[src/rtl/uart_rx_fifo.sv]
// UART receiver (mid-bit sampling, optional parity) feeding a circular receive FIFO
// with a valid/ack pop interface and sticky framing, parity and overrun flags.
module uart_rx_fifo #(
    parameter int CLK_DIVIDER = 5208,
    parameter int DATA_BITS   = 8,
    parameter int PARITY      = 0,
    parameter int FIFO_DEPTH  = 16
) (
    input  logic                          clk,
    input  logic                          reset,
    input  logic                          serial_in,
    output logic [DATA_BITS-1:0]          read_data,
    output logic                          read_valid,
    input  logic                          read_ack,
    output logic [$clog2(FIFO_DEPTH):0]   fifo_count,
    output logic                          framing_err,
    output logic                          parity_err,
    output logic                          overrun_err,
    input  logic                          err_clear
);

    localparam int CNT_W = $clog2(CLK_DIVIDER);
    localparam int BIT_W = $clog2(DATA_BITS);
    localparam int PTR_W = $clog2(FIFO_DEPTH);

    localparam logic [CNT_W-1:0] HALF_LOAD  = CNT_W'(CLK_DIVIDER / 2 - 1);
    localparam logic [CNT_W-1:0] FULL_LOAD  = CNT_W'(CLK_DIVIDER - 1);
    localparam logic [BIT_W-1:0] LAST_BIT   = BIT_W'(DATA_BITS - 1);
    localparam logic [PTR_W:0]   FULL_COUNT = (PTR_W + 1)'(FIFO_DEPTH);

    typedef enum logic [2:0] {WAIT_IDLE, IDLE, START, DATA, PAR, STOP} state_t;

    state_t               state, state_nxt;
    logic                 sync_meta, line;
    logic [CNT_W-1:0]     tick_cnt;
    logic [BIT_W-1:0]     bit_idx;
    logic [DATA_BITS-1:0] shreg;
    logic                 par_bit;
    logic                 tc;
    logic                 load_half, load_full, shift_en, par_en, stop_en;
    logic                 parity_ok;
    logic                 frame_evt, parity_evt, good_evt;
    logic                 push_req;
    logic [DATA_BITS-1:0] push_data;

    logic [DATA_BITS-1:0] mem [FIFO_DEPTH];
    logic [PTR_W-1:0]     wr_ptr, rd_ptr, rd_ptr_nxt;
    logic [PTR_W:0]       count_nxt;
    logic [DATA_BITS-1:0] head_nxt;
    logic                 full, do_pop, do_push, overrun_evt;

    // NOTE: sequential state uses non-blocking assignments so every flop samples pre-edge values.
    always_ff @(posedge clk) begin
        if (reset) begin
            sync_meta <= 1'b1;
            line      <= 1'b1;
        end else begin
            sync_meta <= serial_in;
            line      <= sync_meta;
        end
    end

    assign tc = (tick_cnt == '0);

    always_ff @(posedge clk) begin
        if (reset) state <= WAIT_IDLE;
        else       state <= state_nxt;
    end

    // NOTE: every combinational output gets a default first so no path leaves it unassigned (no latch).
    always_comb begin
        state_nxt = state;
        case (state)
            WAIT_IDLE: if (line) state_nxt = IDLE;
            IDLE:      if (!line) state_nxt = START;
            START:     if (tc) state_nxt = line ? IDLE : DATA;
            DATA:      if (tc && bit_idx == LAST_BIT) state_nxt = (PARITY != 0) ? PAR : STOP;
            PAR:       if (tc) state_nxt = STOP;
            STOP:      if (tc) state_nxt = line ? IDLE : WAIT_IDLE;
            default:   state_nxt = WAIT_IDLE;
        endcase
    end

    always_comb begin
        load_half = 1'b0;
        load_full = 1'b0;
        shift_en  = 1'b0;
        par_en    = 1'b0;
        stop_en   = 1'b0;
        case (state)
            IDLE:  load_half = !line;
            START: load_full = tc && !line;
            DATA: begin
                shift_en  = tc;
                load_full = tc;
            end
            PAR: begin
                par_en    = tc;
                load_full = tc;
            end
            STOP:  stop_en = tc;
            default: ;
        endcase
    end

    always_comb begin
        parity_ok = 1'b1;
        if (PARITY == 1)      parity_ok = (^shreg) ^ par_bit;
        else if (PARITY == 2) parity_ok = !((^shreg) ^ par_bit);
    end

    assign frame_evt  = stop_en && !line;
    assign parity_evt = stop_en && line && !parity_ok;
    assign good_evt   = stop_en && line && parity_ok;

    always_ff @(posedge clk) begin
        if (reset) begin
            tick_cnt  <= '0;
            bit_idx   <= '0;
            shreg     <= '0;
            par_bit   <= 1'b0;
            push_req  <= 1'b0;
            push_data <= '0;
        end else begin
            if (load_half)      tick_cnt <= HALF_LOAD;
            else if (load_full) tick_cnt <= FULL_LOAD;
            else if (!tc)       tick_cnt <= tick_cnt - CNT_W'(1);

            if (load_half)     bit_idx <= '0;
            else if (shift_en) bit_idx <= bit_idx + BIT_W'(1);

            // Shift in at the MSB so the first (LSB-first) bit ends up in bit 0.
            if (shift_en) shreg <= {line, shreg[DATA_BITS-1:1]};

            if (load_half)   par_bit <= 1'b0;
            else if (par_en) par_bit <= line;

            push_req <= good_evt;
            if (good_evt) push_data <= shreg;
        end
    end

    // FIFO: occupancy alone distinguishes full from empty; pointers wrap naturally.
    assign read_valid  = (fifo_count != '0);
    assign full        = (fifo_count == FULL_COUNT);
    assign do_pop      = read_ack && read_valid;
    assign do_push     = push_req && (!full || do_pop);
    assign overrun_evt = push_req && full && !do_pop;
    assign rd_ptr_nxt  = do_pop ? rd_ptr + PTR_W'(1) : rd_ptr;

    always_comb begin
        count_nxt = fifo_count;
        if (do_push && !do_pop)      count_nxt = fifo_count + (PTR_W + 1)'(1);
        else if (!do_push && do_pop) count_nxt = fifo_count - (PTR_W + 1)'(1);
    end

    // A byte written this clock that becomes the new head bypasses the array.
    always_comb begin
        head_nxt = read_data;
        if (count_nxt != '0) begin
            if (do_push && wr_ptr == rd_ptr_nxt) head_nxt = push_data;
            else                                 head_nxt = mem[rd_ptr_nxt];
        end
    end

    // NOTE: the storage array has no reset; pointers and count alone define which entries are live.
    always_ff @(posedge clk) begin
        if (do_push) mem[wr_ptr] <= push_data;
    end

    always_ff @(posedge clk) begin
        if (reset) begin
            wr_ptr      <= '0;
            rd_ptr      <= '0;
            fifo_count  <= '0;
            read_data   <= '0;
            framing_err <= 1'b0;
            parity_err  <= 1'b0;
            overrun_err <= 1'b0;
        end else begin
            if (do_push) wr_ptr <= wr_ptr + PTR_W'(1);
            rd_ptr     <= rd_ptr_nxt;
            fifo_count <= count_nxt;
            read_data  <= head_nxt;
            // Set beats clear when both land on the same clock.
            framing_err <= frame_evt   || (framing_err && !err_clear);
            parity_err  <= parity_evt  || (parity_err  && !err_clear);
            overrun_err <= overrun_evt || (overrun_err && !err_clear);
        end
    end

endmodule
[config.mk]
export PLATFORM = sky130hd
export DESIGN_NAME = uart_rx_fifo
export DESIGN_NICKNAME = d
export VERILOG_FILES = /design/src/rtl/uart_rx_fifo.sv
export SDC_FILE = /design/constraint.sdc
export NUM_CORES = 1
export LEC_CHECK = 0
export ABC_AREA = 0
export BUFFER_PORTS_ARGS = -buffer_cell sky130_fd_sc_hd__buf_2
export CAP_MARGIN = 20
export CORE_MARGIN = 2
export CORE_UTILIZATION = 57
export DETAILED_ROUTE_END_ITERATION = 10
export PLACE_DENSITY = 0.8
export SLEW_MARGIN = 20
export SYNTH_ARGS = -nofsm -noshare
export SYNTH_HDL_FRONTEND = slang
export SYNTH_SLANG_ARGS = --single-unit
export TNS_END_PERCENT = 1
[constraint.sdc]
create_clock -name clk -period 2.8 [get_ports clk]
set_clock_uncertainty 0.2 [all_clocks]
set_input_delay 0.14 -clock clk [delete_from_list [all_inputs] [get_ports clk]]
set_output_delay 0.14 -clock clk [all_outputs]
set_load 0.01 [all_outputs]
**After elaboration in Yosys (flattened, before gate mapping)**

Memories as Yosys holds them, arrays and structs flattened. A register that Yosys moved wholly into a read port is not among the register bits.
Index checks and enable logic that the tools add are counted.

- Memories: 1
- Input bits: 5
- RAM bits: 128
- Output and inout port bits: 17
- Register bits after elaboration: 54
- Word-level logic and storage cells: 88

- $add $sub $neg: 6
- Reduce and logical (&&, ||, !) cells: 29
- Equality and inequality tests: 15
- Muxes and demuxes: 21

Memory list:

| memory | words | width | rd ports | clocked after memory_dff | write ports | RTL line | RTL |
|---|---|---|---|---|---|---|---|
| mem | 16 | 8 | 1 | 1 | 1 | 46 | `logic [DATA_BITS-1:0] mem [FIFO_DEPTH];` |

Operators by type and width:

| kind | number |
|---|---|
| $mux W13 | 2 |
| $mux W3 | 6 |
| $pmux W3 S6 | 1 |
| $logic_and A1 B1 Y1 | 13 |
| $logic_not A13 Y1 | 1 |
| $sub A13 B1 Y13 const B | 1 |
| $mux W12 | 1 |
| $ne A2 B2 Y1 const B | 6 |
| $mux W5 | 2 |
| $reduce_bool A5 Y1 | 2 |
| $eq A3 B3 Y1 const B | 3 |
| $add A4 B1 Y4 const B | 2 |
| $eq A3 B2 Y1 const B | 2 |
| $mux W1 | 6 |
| $reduce_and A6 Y1 | 1 |
| $add A5 B1 Y5 const B | 1 |
| $eq A5 B5 Y1 const B | 1 |
| $logic_not A1 Y1 | 5 |
| $sub A5 B1 Y5 const B | 1 |
| $mux W4 | 1 |
| $reduce_or A2 Y1 | 2 |
| $add A3 B1 Y3 const B | 1 |
| $eq A3 B1 Y1 const B | 1 |
| $logic_not A3 Y1 | 1 |
| other kinds (6) | 8 |

**Logic depth before layout (Yosys ltp)**

- Word-level depth: 9
- Depth in mapped cells: 10
- Depth with buffers taken out: 9

**Least setup slack after synthesis**

No wires, ideal clock.

- Path type: reg-to-reg
- Start: register fifo_count[0]
- End: register read_data[3] (read register of mem)
- Cell stages (with the launch flop): 11
- Required time: 2.483 ns
- Setup slack: -0.046 ns
- Arrival time: 2.529 ns
- Period minus slack after synthesis: 2.846 ns
- Cell sequence: dfxtp_1 inv_1 ha_1 nor4b_4 inv_2 nand2_2 buf_2 mux2_2 a222oi_1 nand3_1 a32o_1

- Word-level cells in the longest chain between the ends: 9

RTL lines:

| what | RTL line | RTL |
|---|---|---|
| start, declared | 15 | `output logic [$clog2(FIFO_DEPTH):0] fifo_count,` |
| start signal, assigned | 183 | `fifo_count <= count_nxt;` |
| $eq A5 B5 Y1 / $reduce_bool A5 Y1 (equally long branches) | 145, 144 |  |
| $logic_not A1 Y1 / $logic_and A1 B1 Y1 (equally long branches) | 147, 146 |  |
| $logic_or A1 B1 Y1 | 147 | `assign do_push = push_req && (!full \|\| do_pop);` |
| $logic_and A1 B1 Y1 | 147 |  |
| $logic_not A1 Y1 | 154 | `else if (!do_push && do_pop) count_nxt = fifo_count - (PTR_W + 1)'(1);` |
| $logic_and A1 B1 Y1 | 154 |  |
| $mux W5 | 154 |  |
| $mux W5 | 153 | `if (do_push && !do_pop) count_nxt = fifo_count + (PTR_W + 1)'(1);` |
| $reduce_bool A5 Y1 | 160 | `if (count_nxt != '0) begin` |
| end, declared | 12 | `output logic [DATA_BITS-1:0] read_data,` |

Parallel ways exist; a longest one is shown, timed or not.
A chain may end at the register's enable or synchronous reset.

**Worst setup path in the final report**

- Start: register rd_ptr[1]
- End: register read_data[3] (read register of mem)

- Word-level cells in the longest chain between the ends: 2

RTL lines:

| what | RTL line | RTL |
|---|---|---|
| start, declared | 47 | `logic [PTR_W-1:0] wr_ptr, rd_ptr, rd_ptr_nxt;` |
| start signal, assigned | 182 | `rd_ptr <= rd_ptr_nxt;` |
| $add A4 B1 Y4 | 149 | `assign rd_ptr_nxt = do_pop ? rd_ptr + PTR_W'(1) : rd_ptr;` |
| $mux W4 * | 149 |  |

Every way passes the cells marked *; elsewhere a longest branch is shown, timed or not.

==> run metrics <==
Crit Path Max Fanout=18; fmax=370 MHz; Worst-Skew Late Latency=430 ps; switching pwr=3.15 mW; period utilisation layout=0.966; synth unique cells=73; crit path time final=2700 ps; Rel. slew slack=0.550; Logic pwr share=0.415; GRT overflow=0; post-layout util=0.675; pin count of the biggest net entering global routing=44; CP Capture Point=read_data[3]$_SDFFE_PP0P_; fin worst setup slack=96.6 ps; # IOs=22; clock power share=0.242; buffers added on ports=21; routability cong.=0.873; number of synthesized flops with an enable pin=128; die height=132 um; Max-Cap Viols=0; post-placement cell count=935; Worst-path clk slew=70 ps; clock sinks=190; cell count after synthesis=687; Pre-antenna DRT Iters=6; Initial Utilization=0.584; post-route total power=9.58 mW; H-tree Lvls=4; first-pass GRT wire length=34700 um; Pleak=3.72 nW; TritonCTS clock tree=built; die area=17400 um2; yosys warns=0; via count=6486; Worst R2R End=read_data[3]$_SDFFE_PP0P_; DRC errors left=0; outcome=finished, final reports clean; Clock Path Buffers=2; post-place setup slack=-68.1 ps; antenna viol nets, final=0; Detailed Place HPWL=14400 um; WL/cell=23.0 um; Post-Route WL=22600 um; Internal=6.43 mW; final count of hold timing violations=0; Yosys reg bits=190; synthesized area=9310 um2; post-synth net total=703; Setup crit end kind=flip-flop; nets@finish=768; Worst setup SP type=flip-flop; Flop pwr share=0.343; final count of negative-setup-slack endpoints=0; Seq/Total Area, Yosys=0.546; area grow syn2layout=15.6%; Synth Flop Type=edfxtp_1; Worst Path Required=2920 ps; Switching Share=0.329; layout cells sized above 1=0.322; RSZ-0062 raised after global routing=false; initial antenna violation count=0; Layout Cells excl Fill=981; Pins Over Slew Limit=0; vias per cell=6.61; Die Width=132 um; GRT Total Usage=0.258; FFs w/ async S/R, synth=0; Worst Tran Pin Value=675 ps; TNS Setup=0 ps; PwrDens=890 nW/um2; worst vdd ir=0.643 mV; Hold/Removal Path Class=primary input to flip-flop; ANT cells=0; worst r2r src=rd_ptr[1]$_SDFF_PP0_; drt first-iter violations=701; Critical Path Source=rd_ptr[1]$_SDFF_PP0_; Worst Reg-to-Reg Cells=7; vias in the first global route=6489; Setup CP Type=flip-flop to flip-flop; synthesized area per cell=13.6 um2; CTS Buf Count=17; CTS root buffer=clkbuf_16; Core Region=15900 um2; reg2reg setup slack=100 ps; Rows=46; WP data arrival=2830 ps
==> cells in the final DEF (no fill, tap or decap), drive strengths merged, types with 3 or more instances in the layout <==
cell type    count
o211ai           8
nor3            11
o21a             3
mux2i           13
clkinv           6
a211oi          16
nand4            7
a22oi            5
inv             20
xnor2           19
mux2            40
buf             83
clkbuf          22
nand2           43
edfxtp         128
nand2b          10
nand3           10
or3              5
xor2             4
dfxtp           62
mux4            54
a21oi           25
dlygate4sd3      4
o21ai            3
a32o             8
nor4            17
a222oi           7
nor2            58
or2             13
ha              11
or4              5
nor2b            5
clkinvlp         3
==> through the flow <==
step / hold slack, ps / cell area (um2)
CTS: 170 / 10600
floorplan: 43.8 / 9310
finish: 209 / 10800
global route: 217 / 10800
global placement: 126 / 9940
detailed placement: 128 / 9940
==> per-layer routing <==
layer,track usage,wire (um),vias up
li1,-,-,2811
met1,0.322,8180,3204
met2,0.444,11700,378
met3,0.0492,1890,93
met4,0.108,813,0
met5,0,0,-
==> cell type report <==
cell class                 instances  area [um2]
inverter                          18        67.6
clock buffer                      20         457
sequential                       190        5090
clock inverter                    12         113
fill                            1063        5180
tap                              216         270
multi-input combinational        435        3990
timing repair buffer              90         778
==> cell usage after synthesis, types with 3 or more instances <==
cell type    n  area share
edfxtp_1   128        0.41
dfxtp_1     62        0.13
nor2_1      56       0.023
mux4_2      54        0.13
nand2_1     42       0.017
mux2_2      40       0.048
a21oi_1     24       0.013
xnor2_1     19       0.018
clkbuf_1    18      0.0073
inv_1       16      0.0065
a211oi_1    15       0.012
buf_2       15      0.0081
nor4_1      15       0.010
mux2i_1     12       0.013
ha_1        11       0.015
nor3_1      11      0.0059
or2_2       11      0.0074
nand2b_1    10      0.0067
nand3_1      9      0.0048
a32o_1       8      0.0086
buf_4        8      0.0065
o211ai_1     8      0.0065
a222oi_1     7      0.0075
nand4_1      6      0.0040
nor2b_1      5      0.0034
or3_1        5      0.0034
or4_1        5      0.0040
a22oi_1      4      0.0032
xor2_1       4      0.0038
o21a_1       3      0.0024
o21ai_0      3      0.0016
==> worst min-delay path by stage <==
stage                               from                       end  slack, ps  cells after the start
global placement               serial_in      sync_meta$_SDFF_PP1_        130                      2
global route        sync_meta$_SDFF_PP1_           line$_SDFF_PP1_        220                      1
finish                          read_ack  fifo_count[3]$_SDFF_PP0_        210                      4
floorplan                      serial_in      sync_meta$_SDFF_PP1_         40                      1
detailed placement             serial_in      sync_meta$_SDFF_PP1_        130                      2
CTS                             read_ack  fifo_count[3]$_SDFF_PP0_        170                      4
==> sequential cells by signal (all words and copies together) (netlist names) <==
| name | cells |
|---|---|
| shreg | 8 |
| rd_ptr | 4 |
| wr_ptr | 4 |
| state | 3 |
| overrun_err | 1 |
| line | 1 |
| fifo_count | 5 |
| read_data | 8 |
| framing_err | 1 |
| push_data | 8 |
| sync_meta | 1 |
| push_req | 1 |
| tick_cnt | 13 |
| mem | 128 |
| parity_err | 1 |
| bit_idx | 3 |
==> worst max-delay path: stages (launching register included) <==
cell	delay (ps)
dfxtp_2	420
buf_12	220
nand3_2	120
xnor2_1	150
a2111o_1	450
a211o_4	430
or2_2	310
a32o_1	270
==> kinds of logic (layout without fill, tap and decap cells) <==
family | count (synthesis) | count (layout) | share of synthesized area
compound gates | 97 | 97 | 0.0793
xor+xnor | 23 | 23 | 0.0216
fa+ha+maj | 11 | 11 | 0.0148
flops | 190 | 190 | 0.546
simple gates | 197 | 197 | 0.113
mux | 107 | 107 | 0.193
buf+inv | 62 | 140 | 0.0318
==> power groups by stage <==
stage          logic [mW]  clock network [mW]  registers [mW]
2_1_floorplan        2.59                   0            3.32
3_5_place_dp         3.52                   0            3.33
4_1_cts              3.68                2.34            3.27
6_report             3.97                2.32            3.28
3_3_place_gp         3.38                   0            3.31
5_1_grt              4.21                2.43            3.30
==> what timing repair did <==
action / 4_1_cts / 5_1_grt
pin swaps: 1 / 4
endpoints found under the setup margin: 7 / 8
setup buffers: 0 / 7
resized for setup: 8 / 9
endpoints found under the hold margin: 7 / 0
cloned: 1 / 2
hold buffers: 4 / 0
(Power assumes the default switching activity.)
